File: src/rtl/text_tty.sv
`default_nettype none
// text_tty: teletype front-end for 80x25 text mode; writes char/attribute pairs into text RAM,
// interprets CR/LF/BS/FF and scrolls the screen. Scrolling is compiled in when TTY_SCROLL_EN is defined.
module text_tty #(
    parameter int         COLS      = 80,
    parameter int         ROWS      = 25,
    parameter logic [7:0] FILL_CHAR = 8'h20
) (
    input  logic        CLOCK,
    input  logic        RESET_N,
    input  logic        ch_valid,
    input  logic [7:0]  ch_data,
    input  logic [7:0]  ch_attr,
    output logic        ch_busy,
    output logic [12:0] mem_address,
    output logic [7:0]  mem_wdata,
    output logic        mem_we,
    input  logic [7:0]  mem_rdata,
    output logic [7:0]  cursor_x,
    output logic [7:0]  cursor_y
);

    localparam logic [7:0]  LAST_COL    = 8'(COLS - 1);
    localparam logic [7:0]  LAST_ROW    = 8'(ROWS - 1);
    localparam logic [12:0] SCREEN_LAST = 13'(2 * COLS * ROWS - 1);
`ifdef TTY_SCROLL_EN
    localparam logic [12:0] ROW_BYTES   = 13'(2 * COLS);
    localparam logic [12:0] MOVE_LAST   = 13'(2 * COLS * (ROWS - 1) - 1);
`endif

    typedef enum logic [2:0] {
        IDLE,
        PUT_CH,
        PUT_AT,
        CTRL,
        CLR
`ifdef TTY_SCROLL_EN
        ,
        SCR_RD,
        SCR_WR,
        FILL
`endif
    } state_t;

    state_t      state, state_next;
    logic [12:0] addr_reg, addr_next;
    logic [7:0]  wdata_reg, wdata_next;
    logic        we_reg, we_next;
    logic [7:0]  x_next, y_next;
    logic [7:0]  attr_reg;
    logic        advance_row;
    logic [12:0] cell_addr;

    assign cell_addr   = (13'(cursor_y) * 13'(COLS) + 13'(cursor_x)) << 1;
    assign ch_busy     = (state != IDLE);
    assign mem_address = addr_reg;
    assign mem_we      = we_reg;

`ifdef TTY_SCROLL_EN
    // During a scroll write the moved byte comes straight from the RAM read port.
    assign mem_wdata = (state == SCR_WR) ? mem_rdata : wdata_reg;
`else
    logic unused_rdata;
    assign unused_rdata = ^mem_rdata;
    assign mem_wdata    = wdata_reg;
`endif

    always_comb begin
        state_next  = state;
        addr_next   = addr_reg;
        wdata_next  = wdata_reg;
        we_next     = we_reg;
        x_next      = cursor_x;
        y_next      = cursor_y;
        advance_row = 1'b0;
        case (state)
            IDLE: begin
                we_next = 1'b0;
                if (ch_valid) begin
                    if (ch_data >= 8'h20) begin
                        state_next = PUT_CH;
                        addr_next  = cell_addr;
                        wdata_next = ch_data;
                        we_next    = 1'b1;
                    end else if (ch_data == 8'h0C) begin
                        state_next = CLR;
                        addr_next  = '0;
                        wdata_next = FILL_CHAR;
                        we_next    = 1'b1;
                        x_next     = '0;
                        y_next     = '0;
                    end else begin
                        state_next = CTRL;
                        case (ch_data)
                            8'h0D: x_next = '0;
                            8'h0A: begin
                                x_next      = '0;
                                advance_row = 1'b1;
                            end
                            8'h08: if (cursor_x != 8'd0) x_next = cursor_x - 8'd1;
                            default: ;
                        endcase
                    end
                end
            end
            PUT_CH: begin
                state_next = PUT_AT;
                addr_next  = addr_reg + 13'd1;
                wdata_next = attr_reg;
            end
            PUT_AT: begin
                state_next = IDLE;
                we_next    = 1'b0;
                if (cursor_x == LAST_COL) begin
                    x_next      = '0;
                    advance_row = 1'b1;
                end else begin
                    x_next = cursor_x + 8'd1;
                end
            end
            CTRL: state_next = IDLE;
`ifdef TTY_SCROLL_EN
            SCR_RD: begin
                state_next = SCR_WR;
                addr_next  = addr_reg - ROW_BYTES;
                we_next    = 1'b1;
            end
            SCR_WR: begin
                if (addr_reg == MOVE_LAST) begin
                    state_next = FILL;
                    addr_next  = addr_reg + 13'd1;
                    wdata_next = FILL_CHAR;
                end else begin
                    state_next = SCR_RD;
                    addr_next  = addr_reg + ROW_BYTES + 13'd1;
                    we_next    = 1'b0;
                end
            end
            FILL, CLR: begin
`else
            CLR: begin
`endif
                // Even addresses hold characters, odd addresses attributes.
                if (addr_reg == SCREEN_LAST) begin
                    state_next = IDLE;
                    we_next    = 1'b0;
                end else begin
                    addr_next  = addr_reg + 13'd1;
                    wdata_next = addr_reg[0] ? FILL_CHAR : attr_reg;
                end
            end
            default: state_next = IDLE;
        endcase

        if (advance_row) begin
            if (cursor_y != LAST_ROW) begin
                y_next = cursor_y + 8'd1;
            end else begin
`ifdef TTY_SCROLL_EN
                state_next = SCR_RD;
                addr_next  = ROW_BYTES;
                we_next    = 1'b0;
`else
                y_next = '0;
`endif
            end
        end
    end

    always_ff @(posedge CLOCK or negedge RESET_N) begin
        if (!RESET_N) begin
            state     <= IDLE;
            addr_reg  <= '0;
            wdata_reg <= '0;
            we_reg    <= 1'b0;
            cursor_x  <= '0;
            cursor_y  <= '0;
            attr_reg  <= '0;
        end else begin
            state     <= state_next;
            addr_reg  <= addr_next;
            wdata_reg <= wdata_next;
            we_reg    <= we_next;
            cursor_x  <= x_next;
            cursor_y  <= y_next;
            if (state == IDLE && ch_valid) attr_reg <= ch_attr;
        end
    end

endmodule
`default_nettype wire
File: config.mk
export PLATFORM = sky130hd
export DESIGN_NAME = text_tty
export DESIGN_NICKNAME = d
export VERILOG_FILES = /design/src/rtl/text_tty.sv
export SDC_FILE = /design/constraint.sdc
export NUM_CORES = 1
export LEC_CHECK = 0
export BUFFER_PORTS_ARGS = -buffer_cell sky130_fd_sc_hd__buf_4
export CAP_MARGIN = 20
export CORE_ASPECT_RATIO = 1.1
export CORE_MARGIN = 1
export CORE_UTILIZATION = 51
export DETAILED_ROUTE_END_ITERATION = 16
export PLACE_DENSITY = 0.79
export SLEW_MARGIN = 20
export SYNTH_ARGS = -nofsm -noshare
export SYNTH_HDL_FRONTEND = slang
export SYNTH_SLANG_ARGS = --single-unit
export TNS_END_PERCENT = 100
File: constraint.sdc
create_clock -name CLOCK -period 2.6 [get_ports CLOCK]
set_clock_uncertainty 0.15 [all_clocks]
set_input_delay 0.13 -clock CLOCK [delete_from_list [all_inputs] [get_ports CLOCK]]
set_output_delay 0.13 -clock CLOCK [all_outputs]
set_load 0.01 [all_outputs]
# --- Word-level counts from Yosys, hierarchy flattened ---
# Cells that the tools add are included.
op_classes:
  n_addsub: 5
  n_mul: 1
  mux: 40
  magnitude_cmp: 1
  n_reduce_logical: 16
  eq_ne: 18
ops:
  columns: ["op", "n"]
  rows:
  - ["$mux W8", 16]
  - ["$mux W13", 4]
  - ["$pmux W13 S3", 1]
  - ["$eq A8 B4 Y1 const B", 4]
  - ["$pmux W8 S2", 2]
  - ["$pmux W8 S3", 1]
  - ["$add A8 B1 Y8 const B", 2]
  - ["$add A13 B1 Y13 const B", 1]
  - ["$eq A13 B12 Y1 const B", 1]
  - ["$add A12 B8 Y12", 1]
  - ["$mux W3", 4]
  - ["$ne A2 B2 Y1 const B", 5]
  - ["$mux W1", 9]
  - ["$pmux W3 S3", 1]
  - ["$reduce_bool A3 Y1", 3]
  - ["$eq A8 B7 Y1 const B", 1]
  - ["$ge A8 B6 Y1 const B", 1]
  - ["$mul A8 B3 Y8 const B", 1]
  - ["$ne A8 B5 Y1 const B", 1]
  - ["$reduce_and A4 Y1", 2]
  - ["$reduce_bool A2 Y1", 4]
  - ["$reduce_bool A8 Y1", 1]
  - ["$sub A8 B1 Y8 const B", 1]
  - ["$reduce_and A5 Y1", 1]
  - ["12 further kinds", 13]
totals:
  wordCells: 88
  out_inout_bits: 39
  ff_bits: 49
  in_bits: 27

# --- Depth between registers and ports, before layout ---
logic_depth:
  word_depth: 8
  mapped_depth: 9
  ltp_nobuf: 9

# --- Worst setup path before layout ---
# No wires, ideal clock.
synth_timing:
  path_type: "reg2reg"
  start: "reg cursor_y[1]"
  end: "reg addr_reg[12] (netlist: mem_address[12])"
  period_less_slack_ns: 2.704
  path_buffers: 0
  t_arrival_ns: 2.428
  t_required_ns: 2.324
  setup_time_ns: 0.126
  path_slack_ns: -0.104
  stages_incl_launch_ff: 10
  cell_sequence: "dfrtp_1 -> ha_1 -> ha_1 -> inv_1 -> fa_1 -> xor2_1 -> nor2_1 -> nor4b_1 -> xnor3_1 -> a221o_1"
synth_between:
  elab_chain_cells: 5
synth_lines:
  columns: ["item", "line_no", "source"]
  rows:
  - ["start, declared", "20", "output logic [7:0] cursor_y"]
  - ["start signal, assigned", "185", "cursor_y <= y_next;"]
  - ["$mul A8 B3 Y8", "54", "assign cell_addr = (13'(cursor_y) * 13'(COLS) + 13'(cursor_x)) << 1;"]
  - ["$add A12 B8 Y12", "54", null]
  - ["$mux W13", "80", "if (ch_data >= 8'h20) begin"]
  - ["$mux W13", "79", "if (ch_valid) begin"]
  - ["$pmux W13 S3", "76", "case (state)"]
  - ["end signal, assigned", "181", "addr_reg <= addr_next;"]
  - ["end, declared", "46", "logic [12:0] addr_reg, addr_next;"]
# Every way passes these cells. The select of a mux whose other input is x is not followed.
# A chain may end at the register's enable or synchronous reset.

# --- Worst setup path in the final report ---
layout_timing:
  start: "reg cursor_y[3]"
  end: "reg addr_reg[12] (netlist: mem_address[12])"
# The elaborated chain is that of the path after synthesis.

==> reports/results.tsv <==
stage	metric	value	unit
critical_path	cp.arrival	2660	ps
timing	setup_ws	-8.320	ps
clocking	cts.clk_slew.worst_paths	100	ps
finish	fillerInstances	534	
finish	final_nets	503	
job	drv_cap	0	
clocking	clock_sinks	49	
power	total_power	0.002963	W
detailed_routing	wl	9425	um
timing	hold_viol	0	
min_path	hp-class	input port to flip-flop	
synth	synth_fp_nets	421	
finish	layout_common_cells	buf_4 (82), dfrtp_1 (47), nor2_1 (24)	
placed_design	gp_congestion	0.8908	
clocking	worstSkewPairLatency	310	ps
timing	holdWs	55.13	ps
timing	layout_min_cycle_time	2608	ps
timing	rsz0062_at_grt	yes	
power	ir_drop	0.0004635	V
critical_path	crit_path_max_incr_delay	450	ps
run_status	outcome	complete, but fails checks	
power	power.leakage	2.058	nW
detailed_routing	via_per_inst	6.199	
die	core	6633	sq um
timing	tightestPinTransition	653.1	ps
critical_path	crit_slowest_cell	dfrtp_2	
finish	syn2layout_area_growth	26.44	%
finish	regArea	1229	sq um
detailed_routing	dr.pass1.iters	4	
finish	drive_gt1_share	30.48	%
placed_design	dp_slack	-66.68	ps
synth	syn-instance-count	373	
synth	ys_warn_count	0	
clocking	cts_tree	built	
run_status	violations	setup timing	
clocking	cts_buffer_depth	2	
finish	largest_reg_flops	13	
global_routing	grt_pass1_wl	15100	um
finish	multi_input_area	2258	sq um
global_routing	antenna_found_initial	0	
die	die_area	7278	sq um
synth	ys_ff_latch	49	
finish	n_antenna_cell	0	
critical_path	cp_max_fo	4	
synth	yosysSeqAreaShare	34.64	%
timing	maxSlewViolCount	0	
finish	final_common_cell	buf_4	
power	power_density	662.1	nW/um^2
detailed_routing	wl_per_cell	17.52	um
critical_path	worst_setup_path_end_kind	flip-flop	
synth	netlist_area	3540	sq um
die	ios	66	
timing	max_freq	383.4	MHz
die	start_util	53.37	%
detailed_routing	vias	3335	
global_routing	grt_pass1_vias	3240	
die	num_rows	31	
critical_path	critPathLaunchType	flip-flop	
detailed_routing	drc	0	
critical_path	crit_buf_inv	0	
timing	maxSlewHeadroom	56.46	%
die	die_w	81.43	um
detailed_routing	drtIter0Drc	244	
synth	synth.avg_cell_area	9.490	sq um
synth	synth-edff-count	0	
finish	final_cells	538	
clocking	cts-root-buf	clkbuf_8	
die	die_h	89.38	um
critical_path	path_cells	ha_1 -> ha_4 -> nand3_1 -> and3_1 -> nor4b_4 -> xnor3_1 -> a221o_1	
synth	synthDistinctLibCells	71	
timing	finalSetupViolCount	1	
detailed_routing	ant_nets	0	
critical_path	worstSetupPathType	flip-flop to flip-flop	
critical_path	required	2650	ps
global_routing	gr-total-overflow	0	
placed_design	dp.cells	519	
synth	ys_async_sr_fraction	100.0	%
placed_design	dp_hpwl	6632	um
timing	finalCritPeriodShare	100.3	%
global_routing	grt_use_total	26.89	%
placed_design	port_buffers	57	
global_routing	grt_start_max_net_pins	50	
synth	synthFlopType	dfrtp_1	
critical_path	cp_top_family	adder cells	
clocking	ctsHtreeMaxLevel	2	
clocking	cts_buffers	5	
==> cell usage after synthesis (3+ instances only) <==
cell,n,area (sq um)
and3_1,3,18.77
a21o_1,5,37.54
xor2_1,3,26.28
or3_1,4,25.02
a22oi_1,3,22.52
nand2_1,21,78.83
nor3_1,18,90.09
inv_1,17,63.81
o31ai_1,5,37.54
nor2_1,25,93.84
dfrtp_1,49,1226
nor3_2,3,30.03
nor3b_1,3,22.52
nand3_1,10,50.05
nor2b_1,3,18.77
ha_1,19,237.7
and2_1,4,25.02
o22ai_1,7,43.79
a211o_1,6,52.55
mux2i_1,3,30.03
a22o_1,10,87.58
nor4_4,3,63.81
buf_2,4,20.02
nand4_1,6,37.54
nor4_1,3,18.77
a31oi_1,5,31.28
clkbuf_1,5,18.77
o21a_1,3,22.52
a21oi_1,20,100.1
mux2_2,17,191.4
o21ai_0,21,105.1
xnor2_1,7,61.31
or2_2,4,25.02
nand2b_1,3,18.77
==> through the flow <==
stage	cell area [sq um]	TNS [ps]	utilization, %
after floorplan	3561	0	-
after global placement	4175	0	62.95
after detailed placement	4175	-66.68	62.95
after CTS	4437	0	66.89
after global routing	4476	-63.59	67.48
final	4476	-8.320	67.48
==> power breakdown <==
group          switching [W]  internal [W]  leakage [nW]
sequential          0.000206      0.000945         0.632
combinational       0.000624      0.000607          1.37
clock               0.000268      0.000314        0.0585
total                0.00110       0.00187          2.06
==> cell families (layout without fill, tap and decap cells) <==
family	count (synthesis)	count (layout)	synth area share, %
muxes	20	20	6.257
AOI/OAI and AO/OA	112	112	21.99
buffers and inverters	33	116	4.312
DFF	49	49	34.64
and+or+nand+nor	126	126	21.21
adders and majority gates	21	21	7.847
xor gates and xnor gates	12	12	3.747
==> per-layer routing <==
metal / part of all wire (%) / vias up / global-route usage, % / wire length (um)
met4: 0.98 / 0 / 7.630 / 92
li1: - / 1568 / - / -
met5: 0 / - / 0 / 0
met2: 52 / 118 / 48.41 / 4904
met1: 42 / 1637 / 33.14 / 3951
met3: 5.1 / 12 / 3.878 / 476
==> final cells by class <==
cell class | instances | share of cell area [%]
clock inverters | 1 | 0.6710
repair buffers | 91 | 15.77
well taps | 82 | 2.292
flip-flops and latches | 49 | 27.45
multi-input cells | 291 | 50.46
inverters | 17 | 1.426
clock buffers | 7 | 1.929
==> worst min-delay path, cell delays in order <==
cell and delay [ps]:
buf_4 130, or2_2 120, o21a_1 100
==> path summary, 6_finish.rpt <==
path                        startpoint               to  slack, ps  depth (start not counted)
setup / recovery           cursor_y[3]  mem_address[12]         -8                          7
hold / removal              ch_data[0]         state[0]         60                          3
setup reg to reg           cursor_y[3]  mem_address[12]         -8                          7
hold reg to reg            attr_reg[0]      attr_reg[0]        360                          1
max in group asynchronous      RESET_N      cursor_y[1]       1600                          2
min in group asynchronous      RESET_N      cursor_y[7]        240                          2
==> repair_timing <==
action / CTS / global route
gates cloned: 0 / 0
gates resized for setup: 8 / 5
setup endpoints to repair: 2 / 2
endpoints found under the hold margin: 57 / 0
pin swaps: 4 / 5
setup buffers: 1 / 1
hold buffers: 9 / 0
No activity file was read; power rests on OpenSTA's default activity.
